$ cat config.mk
export PLATFORM = sky130hd
export DESIGN_NAME = if_id_hazard_stage
export DESIGN_NICKNAME = d
export VERILOG_FILES = /design/src/rtl/if_id_hazard_stage.sv
export SDC_FILE = /design/constraint.sdc
export NUM_CORES = 1
export LEC_CHECK = 0
export BUFFER_PORTS_ARGS = -buffer_cell sky130_fd_sc_hd__buf_2
export CAP_MARGIN = 30
export CORE_MARGIN = 2
export CORE_UTILIZATION = 49
export CTS_CLUSTER_SIZE = 30
export DETAILED_ROUTE_END_ITERATION = 10
export PLACE_DENSITY_LB_ADDON = 0.25
export SYNTH_ARGS = -nofsm -noshare
export SYNTH_HDL_FRONTEND = slang
export SYNTH_SLANG_ARGS = --single-unit
$ cat constraint.sdc
create_clock -name clk -period 3 [get_ports clk]
set_input_delay 0.3 -clock clk [delete_from_list [all_inputs] [get_ports clk]]
set_output_delay 0.3 -clock clk [all_outputs]
set_load 0.05 [all_outputs]
$ cat src/rtl/if_id_hazard_stage.sv
// if_id_hazard_stage: fetch-side front end of a 5-stage MIPS pipeline.
//   Owns the PC and the IF/ID pipeline register and selects the next PC from PCsrc.
//   It detects load-use and branch-operand hazards and, while one is present, holds IF.
//   It flushes the fetched instruction when a branch is taken or a jump is decoded.
// Ports:
//   clk, rst           clock; asynchronous active-high reset
//   instrIn            instruction memory data for address pc
//   PCsrc              0 seq, 1 branch taken, 2 jump, 3 reserved (treated as seq)
//   exMemRead, exRegWrite, exWriteReg   ID/EX stage hazard sources
//   memMemRead, memWriteReg             EX/MEM stage hazard sources
//   pc                 fetch address
//   ifidInstr, ifidPcPlus4              IF/ID register contents
//   opcode/func/rs/rt/rd/imm16          decoded IF/ID fields
//   nopOut             1 = control unit must treat IF/ID as a bubble
//   stall              hazard stall; PC and IF/ID hold this cycle
module if_id_hazard_stage #(
  parameter logic [31:0] RESET_PC = 32'h0000_0000
) (
  input  logic        clk,
  input  logic        rst,
  input  logic [31:0] instrIn,
  input  logic [1:0]  PCsrc,
  input  logic        exMemRead,
  input  logic        exRegWrite,
  input  logic [4:0]  exWriteReg,
  input  logic        memMemRead,
  input  logic [4:0]  memWriteReg,
  output logic [31:0] pc,
  output logic [31:0] ifidInstr,
  output logic [31:0] ifidPcPlus4,
  output logic [5:0]  opcode,
  output logic [5:0]  func,
  output logic [4:0]  rs,
  output logic [4:0]  rt,
  output logic [4:0]  rd,
  output logic [15:0] imm16,
  output logic        nopOut,
  output logic        stall
);

  localparam logic [5:0] OpRType = 6'b000000;
  localparam logic [5:0] OpBeq   = 6'b000100;
  localparam logic [5:0] OpBne   = 6'b000101;
  localparam logic [5:0] OpSw    = 6'b101011;

  logic [31:0] pc_q, pc_d;
  logic [31:0] instr_q, instr_d;
  logic [31:0] pcp4_q, pcp4_d;
  logic        valid_q, valid_d;

  logic        uses_rt, is_branch;
  logic        ex_match, mem_match;
  logic        haz_load_use, haz_br_alu, haz_br_load;
  logic [31:0] pc_plus4, br_target, j_target;

  assign opcode = instr_q[31:26];
  assign rs     = instr_q[25:21];
  assign rt     = instr_q[20:16];
  assign rd     = instr_q[15:11];
  assign func   = instr_q[5:0];
  assign imm16  = instr_q[15:0];

  assign uses_rt   = (opcode == OpRType) || (opcode == OpBeq) || (opcode == OpBne) ||
                     (opcode == OpSw);
  assign is_branch = (opcode == OpBeq) || (opcode == OpBne);

  // Register 0 is hardwired, so a write to it never creates a dependency.
  assign ex_match  = (exWriteReg != 5'd0) &&
                     ((exWriteReg == rs) || (uses_rt && (exWriteReg == rt)));
  assign mem_match = (memWriteReg != 5'd0) &&
                     ((memWriteReg == rs) || (uses_rt && (memWriteReg == rt)));

  // An empty IF/ID slot has no operands, so it can never be hazarded.
  assign haz_load_use = valid_q && exMemRead && ex_match;
  assign haz_br_alu   = valid_q && is_branch && exRegWrite && ex_match;
  assign haz_br_load  = valid_q && is_branch && memMemRead && mem_match;
  assign stall        = haz_load_use || haz_br_alu || haz_br_load;
  assign nopOut       = !valid_q || stall;

  assign pc_plus4  = pc_q + 32'd4;
  assign br_target = pcp4_q + {{14{instr_q[15]}}, instr_q[15:0], 2'b00};
  assign j_target  = {pcp4_q[31:28], instr_q[25:0], 2'b00};

  always_comb begin
    pc_d    = pc_q;
    instr_d = instr_q;
    pcp4_d  = pcp4_q;
    valid_d = valid_q;
    if (stall) begin
      // hold everything
    end else if (PCsrc == 2'd1 || PCsrc == 2'd2) begin
      pc_d    = (PCsrc == 2'd1) ? br_target : j_target;
      instr_d = 32'd0;
      pcp4_d  = pc_plus4;
      valid_d = 1'b0;
    end else begin
      pc_d    = pc_plus4;
      instr_d = instrIn;
      pcp4_d  = pc_plus4;
      valid_d = 1'b1;
    end
  end

  always_ff @(posedge clk or posedge rst) begin
    if (rst) begin
      pc_q    <= RESET_PC;
      instr_q <= 32'd0;
      pcp4_q  <= 32'd0;
      valid_q <= 1'b0;
    end else begin
      pc_q    <= pc_d;
      instr_q <= instr_d;
      pcp4_q  <= pcp4_d;
      valid_q <= valid_d;
    end
  end

  assign pc          = pc_q;
  assign ifidInstr   = instr_q;
  assign ifidPcPlus4 = pcp4_q;

endmodule

### Yosys cells after proc, flatten, opt, wreduce, memory -nomap -nowiden

Index checks and enable logic that the tools add are counted.

* flip-flop bits (word level): 97
* input bits: 49
* output and inout port bits: 141
* logic and storage cells: 44

* add/sub/neg operators: 2
* equal/unequal tests: 9
* muxes and demuxes: 4
* reductions and logical operators: 25

Operator list (count)
* 32-bit two-way mux: 3
* 32-bit by 3-bit adder with 32-bit output (second input constant): 1
* 32-bit adder: 1
* 5-bit == test: 4
* 6-bit by 3-bit == test with 1-bit output (second input constant): 2
* 1-bit logical AND: 11
* 1-bit logical OR: 10
* 5-bit nonzero test: 2
* 6-bit == test (second input constant): 1
* 6-bit zero test: 1
* 2-bit by 1-bit == test with 1-bit output (second input constant): 1
* 2-bit == test (second input constant): 1
* 1-bit zero test: 1
* 1-bit two-way mux: 1

### Depth between registers and ports, before layout

Gate-level depths: netlist of run 1.

* word-level depth: 11
* mapped depth: 10
* gate-level depth less buffers: 10

### Worst setup path after synthesis of run 1

No wires, ideal clock.

* kind: register -> register
* start: reg instr_q[15], in the netlist ifidInstr[15]
* end: reg pc_q[30], in the netlist pc[30]
* setup time: 86 ps
* arrival: 2877 ps
* setup slack: 37 ps
* stages on the path, launching flop included: 9
* path buffers: 0
* clock period less this slack: 2963 ps
* cell sequence: dfrtp_1 > ha_1 > and3_1 > a221o_1 > o21bai_4 > a311oi_4 > nor2_1 > o32a_1 > o221ai_2

* cells in the longest elaborated chain, start to end: 3

Ends and longest elaborated chain
* start, declared: line 47 `logic [31:0] instr_q, instr_d;`
* start signal, assigned: line 112 `instr_q <= instr_d;`
* 32-bit adder: line 81 `assign br_target = pcp4_q + {{14{instr_q[15]}}, instr_q[15:0], 2'b00};`
* 32-bit two-way mux: line 92 `pc_d = (PCsrc == 2'd1) ? br_target : j_target;`
* 32-bit two-way mux: line 91 `end else if (PCsrc == 2'd1 || PCsrc == 2'd2) begin`
* end signal, assigned: line 111 `pc_q <= pc_d;`
* end, declared: line 46 `logic [31:0] pc_q, pc_d;`

Every way passes these cells.
A chain may end at the register's enable or synchronous reset.

### Worst setup path in the final report of run 1

* start: reg instr_q[0], in the netlist ifidInstr[0]
* end: reg pc_q[28], in the netlist pc[28]

The elaborated chain is that of the path after synthesis.

==> flow_summary.json, run 1 <==
{
  "status": "completed",
  "multi_input_comb_area_um2": 4160,
  "synth_top_family_by_area": "compound AO/OA/AOI/OAI gates",
  "fin_util_pct": 58.6,
  "grt_max_degree": 81,
  "synth_flop_cell": "dfrtp_1",
  "grt_pass1_wl_mm": 34.1,
  "instances_no_fill": 1198,
  "dpl_worst_slack_ps": 99.0,
  "worstSetupStartpointType": "flop",
  "netlist_area_um2": 7170,
  "max_freq_mhz": 348,
  "fillers": 1355,
  "synth_compound_gate_area_share_pct": 22.9,
  "worstSetupPathType": "flop to flop",
  "cts_buffers": 9,
  "first_global_vias": 6326,
  "cts.sinks": 97,
  "first_pass_iters": 5,
  "gp_congestion": 0.953,
  "clk_pin_slew_ps": 70,
  "htree_levels": 3,
  "synthAdderAreaFrac_pct": 5.86,
  "worstPathArrival_ps": 3140,
  "p_leak_nw": 3.98,
  "antenna_cells": 0,
  "dp_hpwl_mm": 15.6,
  "synth-xor-area-share_pct": 8.30,
  "fin_setup_tns_ps": 0,
  "insertion_delay_ps": 360,
  "synth_nets": 955,
  "die_w_um": 125,
  "fin_crit_ps": 2880,
  "clock_path_buffers": 2,
  "coreArea_um2": 14400,
  "ys_seq_area_share_pct": 33.8,
  "ys_types": 66,
  "drv_cap": 0,
  "row_count": 44,
  "syn_inst": 873,
  "drv_slew": 0,
  "yosys_warnings": 0,
  "wirelength_mm": 21.1,
  "finalNetCount": 1092,
  "grt-ovfl-total": 0,
  "cp.required_ps": 3260,
  "async_reset_ff_share_pct": 100,
  "post-place-cells": 1179,
  "antenna_found_initial": 0,
  "rsz0062_at_grt": "false",
  "dieArea_um2": 15600,
  "max_stage_delay_ps": 460,
  "crit_path_max_fanout": 5,
  "drive_gt1_share_pct": 25.4,
  "finalHoldViolations": 0,
  "power_per_cell_area_nw_per_um2": 829,
  "setup_viol": 0,
  "wl_per_cell_um": 17.6,
  "syn_area_per_cell_um2": 8.22,
  "peakVddDrop_mv": 0.474,
  "viasPerCell": 5.75,
  "finClkSkew_ps": 9.98,
  "grt_usage_pct": 27.1,
  "synth.ff_latch_count": 97,
  "end_kind": "flop",
  "cpMaxStageDelayCell": "or4_1",
  "area_delta_synth_final_pct": 17.9,
  "yosys.area_share.simple_pct": 18.8,
  "register_area_um2": 2430,
  "hold_path.class": "input port to flop",
  "cts_tree": "yes",
  "path_cells": "ha_1 -> fa_1 -> a21oi_1 -> o211ai_1 -> o22ai_2 -> o21bai_4 -> a311oi_4 -> buf_4 -> or4_1 -> a41oi_1",
  "min_period_over_period_pct": 95.9,
  "synth-edff-count": 0,
  "max_slew_margin_pct": 57.8,
  "cts_root_buf": "clkbuf_16",
  "port_buffers": 189,
  "dr.first_iter.drc_count": 463,
  "ant_nets": 0,
  "synth_mux_area_share_pct": 1.59,
  "drc": 0,
  "worstMarginPinSlew_ps": 632,
  "vias": 6893,
  "initial_core_util_pct": 49.7,
  "layout_setup_ws_ps": 123,
  "die_h_um": 125,
  "io_pins": 190
}
routing by layer:
layer	vias up	share of wire [%]	global-route usage [%]
met5	-	0	0
met4	0	2.6	10.3
met3	32	6.3	4.41
met2	266	45	42.2
met1	3252	46	38.3
li1	3343	-	-
cell usage after synthesis (all sizes together), types with 15 or more instances:
cell,count,area share [%]
a21o,20,2.1
a21oi,67,4.7
a31oi,15,1.3
buf,67,6.2
clkbuf,26,1.4
dfrtp,97,34
ha,32,5.6
inv,21,1.1
nand2,132,6.9
nand3,32,2.2
nor2,40,2.1
o21ai,91,6.4
xnor2,41,5.0
xor2,27,3.3
stage by stage:
stage	power [mW]	hold slack, ps	cell area, um2
detailed placement	5.67	378	8070
global placement	5.64	374	8070
global route	7.41	185	8460
CTS	7.01	172	8420
finish	7.01	180	8460
floorplan	4.81	445	7170
critical path, delay by kind of cell, from the launching register on:
family                     cells  cell delay [ps]
adders and majority gates      2              450
and+or+nand+nor                1              460
buffers and inverters          1              170
AOI/OAI and AO/OA              6             1290
DFF                            1              410
cells in the final DEF, fill, tap and decap left out, types with 4 or more instances in the layout:
cell	n
inv_1	20
nand3_1	32
a21o_1	20
nand4_1	14
mux2i_1	8
dfrtp_1	97
nor4_1	6
xor2_1	27
xnor2_1	41
o22a_1	7
a21oi_1	67
buf_2	189
a31oi_1	15
nor2_1	39
and3_1	12
o22ai_1	13
a211oi_1	7
and2_1	4
o21bai_1	4
ha_1	31
nand2b_1	4
buf_4	25
nor3_1	9
a221oi_1	4
nand2_1	131
o21ai_0	90
buf_12	4
nor2b_1	9
clkbuf_16	9
and4_1	6
timing repair:
| action | CTS | global route |
|---|---|---|
| endpoints found under the setup margin | 0 | 9 |
| hold endpoints to repair | 8 | 0 |
| setup buffers | 0 | 3 |
| hold buffers | 1 | 0 |
| gates resized for setup | 0 | 4 |
state kept, by name, summed over array words and instances (netlist names):
name and cells:
ifidInstr 32, ifidPcPlus4 32, pc 32, valid_q 1
final timing paths:
kind / from / to / slack, ps / cells past startpoint
worst max-delay path: ifidInstr[0] / pc[28] / 120 / 10
worst min-delay path: instrIn[27] / ifidInstr[27] / 180 / 3
worst max register to register: ifidInstr[0] / pc[28] / 120 / 10
worst min register to register: pc[1] / pc[1] / 510 / 2
max in group asynchronous: rst / pc[3] / 1830 / 4
min in group asynchronous: rst / ifidInstr[29] / 540 / 3
final cells by class:
type	count	share of cell area, %
Clock buffer	10	2.71
Tap cell	184	2.72
Inverter	22	1.01
Clock inverter	5	1.24
Timing Repair Buffer	219	14.5
Sequential cell	97	28.7
Multi-Input combinational cell	661	49.1
where the power goes:
group | switching, mW | internal, mW | leakage, nW | total [mW]
combinational | 2.49 | 1.11 | 2.62 | 3.60
clock | 0.519 | 0.811 | 0.155 | 1.33
sequential | 0.462 | 1.62 | 1.20 | 2.08
logic make-up after synthesis:
kind of cell               Yosys count
adders and majority gates           33
buffers and inverters              115
AOI/OAI and AO/OA                  264
muxes                               11
xor gates and xnor gates            68
and+or+nand+nor                    285
DFF                                 97
No activity file was read; power rests on OpenSTA's default activity.
==> run 2, diff against run 1 <==
--- a/config.mk
+++ b/config.mk
@@ -11,6 +11,7 @@
 export CORE_UTILIZATION = 49
 export CTS_CLUSTER_SIZE = 30
 export DETAILED_ROUTE_END_ITERATION = 10
+export MAX_ROUTING_LAYER = met4
 export PLACE_DENSITY_LB_ADDON = 0.25
 export SYNTH_ARGS = -nofsm -noshare
 export SYNTH_HDL_FRONTEND = slang
==> run 2 against run 1 <==
Effect of this change: the run now ends with negative hold slack left; routed wire length grew 2.0%; register-to-register slack gained 40 ps; clock-buffer cell count unchanged; combinational power about the same; clock skew about the same; first-iteration DRC count is 5.2% higher; cell count decreased by 0.25%; die area unchanged; non-clock buffer count is 4 lower; sequential cell count unchanged.
==> flow_summary.json, run 2 (synthesis results as in run 1) <==
{
  "status": "finished, violations left",
  "failed_checks": "negative hold slack",
  "max_slew_margin_pct": 58.8,
  "antenna_found_initial": 0,
  "grt-ovfl-total": 0,
  "total_power_mw": 6.95,
  "clk_pin_slew_ps": 70,
  "htree_levels": 3,
  "area_delta_synth_final_pct": 17.3,
  "coreArea_um2": 14400,
  "die_w_um": 125,
  "final_common_cell": "buf_2",
  "finalHoldViolations": 2,
  "worstMarginPinSlew_ps": 618,
  "dr.first_iter.drc_count": 487,
  "r2r_setup_slack_ps": 160,
  "r2r_start": "ifidInstr[0]",
  "io_pins": 190,
  "min_period_over_period_pct": 94.5,
  "p_leak_nw": 3.95,
  "hold_path.class": "input port to asynchronous set/reset pin",
  "drive_gt1_share_pct": 25.4,
  "worstSetupStartpointType": "flop",
  "peakVddDrop_mv": 0.397,
  "crit_path_max_fanout": 6,
  "wirelength_mm": 21.5,
  "multi_input_comb_area_um2": 4160,
  "viasPerCell": 5.73,
  "die_h_um": 125,
  "final_cell_mix": "189 x buf_2, 131 x nand2_1, 96 x dfrtp_1",
  "wl_per_cell_um": 18.0,
  "drc": 0,
  "worstSetupPathType": "flop to flop",
  "hold_slack_ps": -3.08,
  "insertion_delay_ps": 360,
  "finClkSkew_ps": 9.59,
  "postPlaceCellArea_um2": 8070,
  "max_freq_mhz": 353,
  "finalNetCount": 1088,
  "cts_buffers": 9,
  "register_area_um2": 2430,
  "power_per_cell_area_nw_per_um2": 826,
  "fin_crit_ps": 2840,
  "stdcell_area_um2": 8410,
  "drv_slew": 0,
  "grt_pass1_wl_mm": 34.6,
  "worstPathArrival_ps": 3050,
  "dp_hpwl_mm": 15.7,
  "port_buffers": 189,
  "gp_congestion": 0.962,
  "vias": 6851,
  "cts.sinks": 97,
  "setup_viol": 0,
  "rsz0062_at_grt": "true",
  "clock_path_buffers": 2,
  "first_global_vias": 6490,
  "fillers": 1370,
  "startpoint": "ifidInstr[0]",
  "drv_cap": 0,
  "grt_max_degree": 56,
  "end_kind": "flop",
  "cp.required_ps": 3220,
  "cts_root_buf": "clkbuf_16",
  "fin_util_pct": 58.3,
  "dieArea_um2": 15600,
  "first_pass_iters": 5,
  "antenna_cells": 0,
  "initial_core_util_pct": 49.7,
  "grt_usage_pct": 28.4,
  "row_count": 44,
  "cts_tree": "yes",
  "ant_nets": 0
}
run 2: per-layer routing:
metal	GRT usage [%]	vias to the layer above	wire [um]
li1	-	3337	-
met1	39.3	3221	9670
met2	44.4	273	10100
met3	3.98	20	1490
met4	7.06	0	301
met5	-	-	0
run 2: final timing paths:
kind,endpoint,depth (start not counted)
min in group clk,ifidInstr[8],3
worst max register to register,pc[24],10
max in group asynchronous,pc[17],3
worst max-delay path,pc[24],10
worst min-delay path,ifidInstr[29],2
worst min register to register,pc[1],2
run 2: layout make-up:
cell class,instances,area share [%]
Clock buffer,10,2.72
Clock inverter,6,1.09
Inverter,22,1.01
Multi-Input combinational cell,661,49.4
Sequential cell,97,28.9
Tap cell,184,2.74
Timing Repair Buffer,215,14.2
run 2: where the power goes:
group	switching, mW	leakage [nW]	internal [mW]
logic	2.49	2.60	1.11
clock network	0.539	0.157	0.736
registers	0.469	1.20	1.62
total	3.49	3.95	3.46
run 2: stage by stage:
step                hold WS (ps)  setup TNS [ps]  worst slack [ps]  cells
floorplan                    445               0              36.8    873
global placement             401               0               194   1179
detailed placement           398               0               132   1179
CTS                         15.5               0               102   1195
global route                47.1           -1.22             -1.22   1195
finish                     -3.08               0               164   1195
run 2: what timing repair did:
action	4_1_cts	5_1_grt
resized for setup	0	5
hold buffers	0	0
buffers inserted	0	0
setup endpoints to repair	0	8
run 2: critical path, cell delays in order (launching register included):
cell and delay, ps:
dfrtp_2 440, ha_1 210, fa_1 420, a21oi_1 230, o211ai_1 200, o221a_2 320
a221oi_1 290, o21a_1 230, o21bai_1 110, xnor2_1 140, a31oi_1 90
==> run 3, diff against run 2 <==
--- a/config.mk
+++ b/config.mk
@@ -7,7 +7,6 @@
 export LEC_CHECK = 0
 export BUFFER_PORTS_ARGS = -buffer_cell sky130_fd_sc_hd__buf_2
 export CAP_MARGIN = 30
-export CORE_MARGIN = 2
 export CORE_UTILIZATION = 49
 export CTS_CLUSTER_SIZE = 30
 export DETAILED_ROUTE_END_ITERATION = 10
==> constraint.sdc (replaced) <==
create_clock -name clk -period 3 [get_ports clk]
set_input_delay 0.6 -clock clk [delete_from_list [all_inputs] [get_ports clk]]
set_output_delay 0.6 -clock clk [all_outputs]
set_load 0.05 [all_outputs]
==> run 3 against run 2 <==
Effect of this change: cell count rose by 1.3%; first-iteration DRC count increased by 0.82%; worst hold slack gained 390 ps; the flow now finishes without violations; routed wire length rose by 0.61%; critical path depth did not move; core utilization up 2.3 points; power rose by 2.3%; design area rose by 1.6%; critical path type unchanged.
==> flow_summary.json, run 3 (synthesis results as in run 1) <==
{
  "status": "completed",
  "fillers": 1304,
  "ant_nets": 0,
  "cpLargestDelayFamily": "compound AO/OA/AOI/OAI gates",
  "worstPathArrival_ps": 3040,
  "end_kind": "flop",
  "viasPerCell": 5.79,
  "worstSetupStartpointType": "flop",
  "htree_levels": 3,
  "cp.required_ps": 3230,
  "fin_setup_tns_ps": 0,
  "hold_slack_ps": 389,
  "wl_per_cell_um": 17.9,
  "fin_crit_ps": 2810,
  "finalHoldViolations": 0,
  "finClkSkew_ps": 9.21,
  "cts_tree": "yes",
  "hold_buffers": 0,
  "max_stage_delay_ps": 410,
  "worstPathBufferInverterCount": 0,
  "insertion_delay_ps": 360,
  "die_w_um": 123,
  "cpMaxStageDelayCell": "fa_1",
  "dp_hpwl_mm": 15.9,
  "dieArea_um2": 15100,
  "drc": 0,
  "peakVddDrop_mv": 0.523,
  "worst-path-stages": 10,
  "port_buffers": 189,
  "worst-r2r-cell-count": 10,
  "max_freq_mhz": 355,
  "grt-ovfl-total": 0,
  "min_period_over_period_pct": 93.8,
  "total_power_mw": 7.11,
  "rsz0062_at_grt": "false",
  "grt_pass1_wl_mm": 33.8,
  "p_leak_nw": 4.06,
  "clock_path_buffers": 2,
  "worstSetupPathType": "flop to flop",
  "startpoint": "ifidPcPlus4[2]",
  "drive_gt1_share_pct": 26.6,
  "finalNetCount": 1108,
  "setup_viol": 0,
  "worstMarginPinSlew_ps": 671,
  "cts_root_buf": "clkbuf_16",
  "max_slew_margin_pct": 55.2,
  "first_global_vias": 6357,
  "drv_slew": 0,
  "area_delta_synth_final_pct": 19.2,
  "grt_max_degree": 98,
  "antenna_cells": 0,
  "coreArea_um2": 14100,
  "power_per_cell_area_nw_per_um2": 832,
  "r2r_start": "ifidPcPlus4[2]",
  "final_common_cell": "buf_2",
  "cts.sinks": 97,
  "initial_core_util_pct": 50.9,
  "dr.first_iter.drc_count": 491,
  "io_pins": 190,
  "row_count": 43,
  "vias": 7015,
  "gp_congestion": 0.948,
  "wirelength_mm": 21.7,
  "clk_pin_slew_ps": 70,
  "cts_buffers": 9,
  "final_cell_mix": "189 x buf_2, 131 x nand2_1, 97 x dfrtp_1",
  "first_pass_iters": 7,
  "die_h_um": 123,
  "grt_usage_pct": 30.4,
  "drv_cap": 0,
  "antenna_found_initial": 0,
  "crit_path_max_fanout": 4,
  "hold_path.class": "input port to asynchronous set/reset pin",
  "path_cells": "ha_1 -> fa_1 -> a21oi_1 -> o211ai_1 -> o221a_2 -> a221oi_1 -> o21a_1 -> o21bai_1 -> xnor2_1 -> a31oi_1"
}
## run 3: metal layers
| metal | global-route usage (%) | up-vias | share of wire (%) |
|---|---|---|---|
| li1 | - | 3377 | - |
| met1 | 39.4 | 3328 | 45 |
| met2 | 46.3 | 273 | 45 |
| met3 | 7.01 | 37 | 7.2 |
| met4 | 11.5 | 0 | 2.8 |
| met5 | - | - | 0 |
## run 3: path summary, 6_finish.rpt
path / endpoint / slack [ps]
worst max-delay path: pc[24] / 190
worst min-delay path: ifidInstr[8] / 390
worst max register to register: pc[24] / 190
worst min register to register: ifidPcPlus4[7] / 510
max in group asynchronous: valid_q / 2210
min in group clk: ifidInstr[4] / 480
## run 3: layout make-up
cell class                 instances  area, um2  share of cell area (%)
multi-input combinational        661       4140                    48.5
inverter                          22       86.3                    1.01
clock inverter                     7        124                    1.45
tap                              180        225                    2.63
clock buffer                       9        225                    2.63
timing repair buffer             235       1320                    15.4
sequential                        97       2430                    28.4
## run 3: power by group
part	internal [mW]	switching, mW
clock network	0.825	0.560
logic	1.14	2.55
registers	1.61	0.425
## run 3: metrics by stage
step	instance area, um2	util, %	setup WS [ps]	cells
6_report	8550	60.6	185	1211
3_3_place_gp	8190	58.1	240	1194
5_1_grt	8550	60.6	30.9	1211
3_5_place_dp	8190	58.1	194	1194
2_1_floorplan	7180	-	36.8	873
4_1_cts	8540	60.6	130	1211
## run 3: timing repair
item	in CTS	in global routing
setup buffers	1	0
pin swaps	1	0
resized for setup	0	1
setup endpoints to repair	1	1
## run 3: tightest hold or removal path, delay by kind of cell
kind | cells | cell delay, ps
buffers and inverters | 3 | 590
